<file path="src/rtl/decode_stage.sv">
// RV32/RV64 base-integer decode stage. It decodes the incoming instruction combinationally
// and buffers the result in a small FIFO, so no combinational path runs from input to output.

package decode_pkg;
  typedef enum logic [3:0] {
    OP_IMM, OP, LOAD, STORE, LUI, AUIPC, JAL, JALR, BRANCH, UNKNOWN
  } opcode_t;
endpackage

module decode_stage
  import decode_pkg::*;
#(
  parameter int XLEN  = 32,
  parameter int ILEN  = 32,
  parameter int DEPTH = 2
) (
  input  logic            clk,
  input  logic            reset,
  input  logic            in_valid,
  output logic            in_ready,
  input  logic [ILEN-1:0] in_instr,
  input  logic [XLEN-1:0] in_pc,
  input  logic            flush,
  output logic            out_valid,
  input  logic            out_ready,
  output logic [XLEN-1:0] out_pc,
  output opcode_t         opcode,
  output logic [4:0]      rs1,
  output logic [4:0]      rs2,
  output logic [4:0]      rd,
  output logic [2:0]      funct3,
  output logic [6:0]      funct7,
  output logic [XLEN-1:0] imm,
  output logic            illegal
);

  localparam int PW = (DEPTH > 1) ? $clog2(DEPTH) : 1;
  localparam int CW = $clog2(DEPTH + 1);

  typedef struct packed {
    logic [XLEN-1:0] pc;
    opcode_t         op;
    logic [4:0]      rs1;
    logic [4:0]      rs2;
    logic [4:0]      rd;
    logic [2:0]      funct3;
    logic [6:0]      funct7;
    logic [XLEN-1:0] imm;
    logic            illegal;
  } entry_t;

  opcode_t         w_opcode;
  logic [31:0]     w_imm32;
  entry_t          w_entry;
  entry_t          w_head;
  logic            w_push;
  logic            w_pop;

  logic [PW-1:0]   r_wr_ptr;
  logic [PW-1:0]   r_rd_ptr;
  logic [CW-1:0]   r_count;
  entry_t          r_mem [DEPTH];

  function automatic logic [PW-1:0] next_ptr(input logic [PW-1:0] p);
    return (p == PW'(DEPTH - 1)) ? '0 : p + PW'(1);
  endfunction

  // NOTE: every always_comb assigns its outputs a default first, so no path can infer a latch.
  always_comb begin
    w_opcode = UNKNOWN;
    if (in_instr[1:0] == 2'b11) begin
      case (in_instr[6:2])
        5'b00100: w_opcode = OP_IMM;
        5'b01100: w_opcode = OP;
        5'b00000: w_opcode = LOAD;
        5'b01000: w_opcode = STORE;
        5'b01101: w_opcode = LUI;
        5'b00101: w_opcode = AUIPC;
        5'b11011: w_opcode = JAL;
        5'b11001: w_opcode = JALR;
        5'b11000: w_opcode = BRANCH;
        default:  w_opcode = UNKNOWN;
      endcase
    end
  end

  always_comb begin
    w_imm32 = '0;
    case (w_opcode)
      OP_IMM, LOAD, JALR: w_imm32 = {{20{in_instr[31]}}, in_instr[31:20]};
      STORE:  w_imm32 = {{20{in_instr[31]}}, in_instr[31:25], in_instr[11:7]};
      BRANCH: w_imm32 = {{19{in_instr[31]}}, in_instr[31], in_instr[7],
                         in_instr[30:25], in_instr[11:8], 1'b0};
      LUI, AUIPC: w_imm32 = {in_instr[31:12], 12'b0};
      JAL:    w_imm32 = {{11{in_instr[31]}}, in_instr[31], in_instr[19:12],
                         in_instr[20], in_instr[30:21], 1'b0};
      default: w_imm32 = '0;
    endcase
  end

  always_comb begin
    w_entry         = '0;
    w_entry.pc      = in_pc;
    w_entry.op      = w_opcode;
    w_entry.rs1     = in_instr[19:15];
    w_entry.rs2     = in_instr[24:20];
    w_entry.rd      = in_instr[11:7];
    w_entry.funct3  = in_instr[14:12];
    w_entry.funct7  = in_instr[31:25];
    w_entry.imm     = XLEN'($signed(w_imm32));
    w_entry.illegal = (w_opcode == UNKNOWN);
  end

  assign in_ready  = (r_count < CW'(DEPTH));
  assign out_valid = (r_count != '0);
  assign w_push    = in_valid & in_ready & ~flush;
  assign w_pop     = out_valid & out_ready & ~flush;

  // Reset and flush both empty the buffer; reset also wins over flush.
  always_ff @(posedge clk) begin
    if (reset || flush) begin
      r_wr_ptr <= '0;
      r_rd_ptr <= '0;
      r_count  <= '0;
    end else begin
      if (w_push) r_wr_ptr <= next_ptr(r_wr_ptr);
      if (w_pop)  r_rd_ptr <= next_ptr(r_rd_ptr);
      r_count <= r_count + CW'(w_push) - CW'(w_pop);
    end
  end

  // NOTE: the storage array has no reset; the count alone decides which entries are live.
  always_ff @(posedge clk) begin
    if (w_push) r_mem[r_wr_ptr] <= w_entry;
  end

  assign w_head = r_mem[r_rd_ptr];

  always_comb begin
    out_pc  = '0;
    opcode  = UNKNOWN;
    rs1     = '0;
    rs2     = '0;
    rd      = '0;
    funct3  = '0;
    funct7  = '0;
    imm     = '0;
    illegal = 1'b0;
    if (out_valid) begin
      out_pc  = w_head.pc;
      opcode  = w_head.op;
      rs1     = w_head.rs1;
      rs2     = w_head.rs2;
      rd      = w_head.rd;
      funct3  = w_head.funct3;
      funct7  = w_head.funct7;
      imm     = w_head.imm;
      illegal = w_head.illegal;
    end
  end

endmodule

</file>
<file path="config.mk">
export PLATFORM = sky130hd
export DESIGN_NAME = decode_stage
export DESIGN_NICKNAME = d
export VERILOG_FILES = /design/src/rtl/decode_stage.sv
export SDC_FILE = /design/constraint.sdc
export NUM_CORES = 1
export LEC_CHECK = 0
export ABC_AREA = 1
export BUFFER_PORTS_ARGS = -buffer_cell sky130_fd_sc_hd__buf_2
export CAP_MARGIN = 20
export CORE_MARGIN = 3
export CORE_UTILIZATION = 25
export DETAILED_ROUTE_END_ITERATION = 12
export GPL_ROUTABILITY_DRIVEN = 0
export GPL_TIMING_DRIVEN = 0
export HOLD_SLACK_MARGIN = 0.03
export SLEW_MARGIN = 40
export SYNTH_ARGS = -nofsm -noshare
export SYNTH_HDL_FRONTEND = slang
export SYNTH_SLANG_ARGS = --single-unit
</file>
<file path="constraint.sdc">
create_clock -name clk -period 10 [get_ports clk]
set_clock_uncertainty 0.2 [all_clocks]
set_input_delay 1.5 -clock clk [delete_from_list [all_inputs] [get_ports clk]]
set_output_delay 1.5 -clock clk [all_outputs]
set_load 0.02 [all_outputs]
</file>
==> results.txt <==
The run finished with clean final reports. The number of buffers on the longest clock path is 2. The final max-slew violation count came out at 0.

The number of cells produced by synthesis is 735. The initialized floorplan defines 66 standard-cell rows. Clock tree synthesis found a total of approximately 190 sinks. The clock-pin slew on the worst setup and hold paths is around 0.08 ns.

The element type at the critical path start is a flip-flop. The worst voltage drop across the vdd grid is ~0.11 mV. The area of the mapped netlist came out at around 8400 um^2. The starting density of the core came out at between 20% and 30%. The total count of hold-check failures in the final report was 0.

The number of synthesized register bits came out at between 150 and 200. The pre-CTS worst setup slack is ~6 ns. The endpoint required time on the critical path is 8.30 ns. The vertical extent of the die is 189 um. The top achievable clock speed is 0.221 GHz. In this run, the clock network consumes about two fifths of the power. For this run the aggregate overflow at the end of global routing stands at 0. The post-detailed-route wirelength per cell is roughly 17 um. The full die area is roughly 36000 um^2. The total instance count after detailed placement is roughly 1400. During synthesis, Yosys emitted a total of 0 warnings. The number of setup buffers added after CTS is 0. The destination of the worst register-to-register timing path is r_count[1]$_SDFF_PP0_. TritonCTS built the clock tree. Setup repair after global routing left no endpoint under its margin. Headroom to the max-slew limit came out at about 50%. Setup violations remaining at the end of the flow were counted as 0. For this block, the initial DRC count from the detailed router was 364. Max-cap violations in this run came to 0. The sequential cell area is approximately 5700 um^2. The net switching fraction of the power came out at 24.6%. The remaining antenna violation count is 0.

The quantity of hold-fixing buffers added after cts came out at 0. The worst-skew pair later-pin latency is roughly 0.44 ns. The utilization after layout came out at roughly 32%. After detailed routing, the number of remaining DRC violations is 0. The power per standard cell area is around 160 nW/um^2. The standard cell core area came out at 32800 um^2. The area taken by multi-input logic gates came out at 2320 um^2. In the final layout, the share of cells above drive strength 1 is approximately 28%. The top-level port count came out at between 150 and 200.

On the critical path, the stage with the largest delay is an instance of sky130_fd_sc_hd__clkbuf_1. In the post-route analysis, the smallest setup slack over all paths is ~5.5 ns. The relative area change from synthesis to final layout is 26.2%. The sequential-to-total area share from yosys stat came out at around 70%. The net count after synthesis came out at 810.

The register-to-register setup slack is approximately 7.9 ns. The library cell used most frequently in the layout, excluding fill and tap cells, is sky130_fd_sc_hd__nand2_1. The synthesized area per cell came out at about 11 um^2.

The cell family contributing the most delay on the critical path is buffers and inverters. The critical path is of the reg2out type. The final cell count without fillers is approximately 1400. Walking the worst path, the cells encountered are clkbuf_1 > inv_1 > clkbuf_1 > clkbuf_1 > nand2_1 > a21oi_1 > buf_2. The via count of the first global-routing pass was a little under 6000.

Using the TritonRoute via totals, the vias-per-cell ratio works out to between 4 and 5. The first-pass GRT wire length is 34400 um. The beginning of the worst hold path is r_rd_ptr$_SDFFE_PP0P_. The post-DP HPWL is roughly 17000 um. The cell depth of the worst flop-to-flop path is 10. The number of resized instances in the post-cts repair step is 0. During placement, the flow inserted port buffers numbering 164. The total routing usage reported by global routing came out at 12.9%. The critical register-to-register path startpoint is r_count[1]$_SDFF_PP0_. The sequential share of power is around 54%. The worst hold path belongs to the class reg2reg. The H-tree depth came out at 4. The die boundary width came out at roughly 190 um. Data on the critical path arrives at its endpoint at around 2.8 ns.

The worst setup path is captured at a primary output. Entering global routing, the biggest net connects 20 pins. Leaving out fill and tap cells, the most frequent cells in the layout are sky130_fd_sc_hd__nand2_1, sky130_fd_sc_hd__edfxtp_1, sky130_fd_sc_hd__buf_2. The routed layout has 5985 vias. In this design, the stage delay of the slowest critical-path cell is ~0.57 ns. At the pin with the least slew margin, the transition time is roughly 0.73 ns.

The aggregate negative setup slack came out at 0 ns. The initial antenna violation count came out at 3. The minimum clock period came out at 4.52 ns. The number of nets in the final layout came out at 1005. The number of distinct standard cells referenced by the synthesized netlist is 27. The largest fanout on the critical path came out at 10.

The post-route fraction of the period consumed by the critical path came out at 45.2%. The worst hold path passes through 2 cells. The post-synthesis cell type with the largest combined area is sky130_fd_sc_hd__edfxtp_1. The CTS root buffer is sky130_fd_sc_hd__clkbuf_16.

The final wirelength is roughly 23000 um. The total CTS buffers is 17. In the post-synthesis netlist, the biggest area contributors are sky130_fd_sc_hd__edfxtp_1, sky130_fd_sc_hd__nand2_1, sky130_fd_sc_hd__a21oi_1. Hold timing on the final database bottoms out at a slack of roughly 0.28 ns. Cell internal power was estimated by the tool at about 1.3 mW. The final-layout fill cell count is 3335.

The switching power of the nets is between 0.4 and 0.5 mW. The cell that appears most often on the critical path is sky130_fd_sc_hd__clkbuf_1. The final antenna diode count is 0.

The number of detailed-routing iterations run before antenna repair came out at 5. Of the post-synthesis cell area, the dominant cell type holds between 60% and 70%. The total buffers and inverters traversed by the critical path came out at 5. In this run, the combinational gates consume ~7.8% of the power. For this design the static power due to leakage is about 4.4 nW.
## area by class of cell
cell class / count / area share [%]
Timing Repair Buffer: 176 / 10.2
Multi-Input combinational cell: 466 / 21.9
Inverter: 39 / 1.43
Clock inverter: 15 / 1.17
Clock buffer: 17 / 4.03
Buffer: 37 / 1.59
Tap cell: 442 / 5.24
Sequential cell: 193 / 54.4
## logic make-up (layout without fill, tap and decap cells)
family	Yosys count	after routing	share of synthesized area [%]
simple gates	358	358	20.5
flops	193	193	68.7
compound gates	101	101	6.04
buf+inv	76	284	3.81
fa+ha+maj	6	6	0.897
xor+xnor	1	1	0.105
## Yosys cell counts
master / number
sky130_fd_sc_hd__edfxtp_1: 188
sky130_fd_sc_hd__dfxtp_1: 5
sky130_fd_sc_hd__buf_8: 1
sky130_fd_sc_hd__nand3_4: 2
sky130_fd_sc_hd__buf_2: 2
sky130_fd_sc_hd__nand2_2: 7
sky130_fd_sc_hd__inv_1: 34
sky130_fd_sc_hd__inv_2: 3
sky130_fd_sc_hd__o21ai_0: 4
sky130_fd_sc_hd__ha_1: 6
sky130_fd_sc_hd__xor2_1: 1
sky130_fd_sc_hd__nor2_8: 3
sky130_fd_sc_hd__nand2_1: 252
sky130_fd_sc_hd__nor2_4: 4
sky130_fd_sc_hd__a21oi_1: 97
sky130_fd_sc_hd__nand3_2: 23
sky130_fd_sc_hd__buf_1: 2
sky130_fd_sc_hd__nand3_1: 32
sky130_fd_sc_hd__nand3b_1: 1
sky130_fd_sc_hd__nor3_1: 2
sky130_fd_sc_hd__nand2_4: 4
sky130_fd_sc_hd__nand2_8: 1
sky130_fd_sc_hd__buf_6: 2
sky130_fd_sc_hd__clkbuf_1: 30
sky130_fd_sc_hd__nor2_2: 3
sky130_fd_sc_hd__inv_4: 2
sky130_fd_sc_hd__nor2_1: 24
## routing by layer
| layer | GRT usage (%) | wire length (um) | vias up |
|---|---|---|---|
| met5 | 0 | 47 | - |
| met4 | 3.38 | 310 | 6 |
| met3 | 3.46 | 1330 | 28 |
| met2 | 21.4 | 11100 | 176 |
| met1 | 16.7 | 10200 | 2869 |
| li1 | - | - | 2906 |
## stage by stage
stage,power [mW],area (um^2)
finish,1.69,10600
global route,1.75,10600
CTS,1.71,10600
detailed placement,1.06,10000
global placement,1.06,9740
floorplan,0.999,8370
## worst reg2reg max path, cell delays in order (launching register included)
cell and delay (ns):
sky130_fd_sc_hd__dfxtp_1 0.34, sky130_fd_sc_hd__nor2_1 0.23, sky130_fd_sc_hd__inv_1 0.14, sky130_fd_sc_hd__nand2_1 0.16, sky130_fd_sc_hd__nor2_1 0.07, sky130_fd_sc_hd__ha_1 0.30
sky130_fd_sc_hd__inv_1 0.06, sky130_fd_sc_hd__ha_1 0.16, sky130_fd_sc_hd__xor2_1 0.19, sky130_fd_sc_hd__o21ai_0 0.09, sky130_fd_sc_hd__a21oi_1 0.12
## how the worst max path moves through the flow
stage	slack [ns]	endpoint	cells past startpoint
after floorplan	3.65	r_mem[1][0]$_DFFE_PP_	3
after global placement	0.94	r_mem[1][35]$_DFFE_PP_	4
after detailed placement	5.85	funct3[1]	7
after CTS	5.36	funct3[1]	7
after global routing	5.17	funct3[1]	7
final	5.48	funct3[1]	7
## sequential cells by signal, summed over array words and instances, names as in the netlist, named ones only
signal / count
r_count: 2
r_mem: 188
r_rd_ptr: 1
r_wr_ptr: 1
## power groups by stage
stage	logic (mW)	clock network (mW)	registers (mW)
2_1_floorplan	0.0668	0	0.932
3_3_place_gp	0.122	0	0.934
3_5_place_dp	0.133	0	0.929
4_1_cts	0.134	0.661	0.911
5_1_grt	0.144	0.695	0.912
6_report	0.131	0.645	0.911
Note: power is estimated with default switching activity, not from simulation.
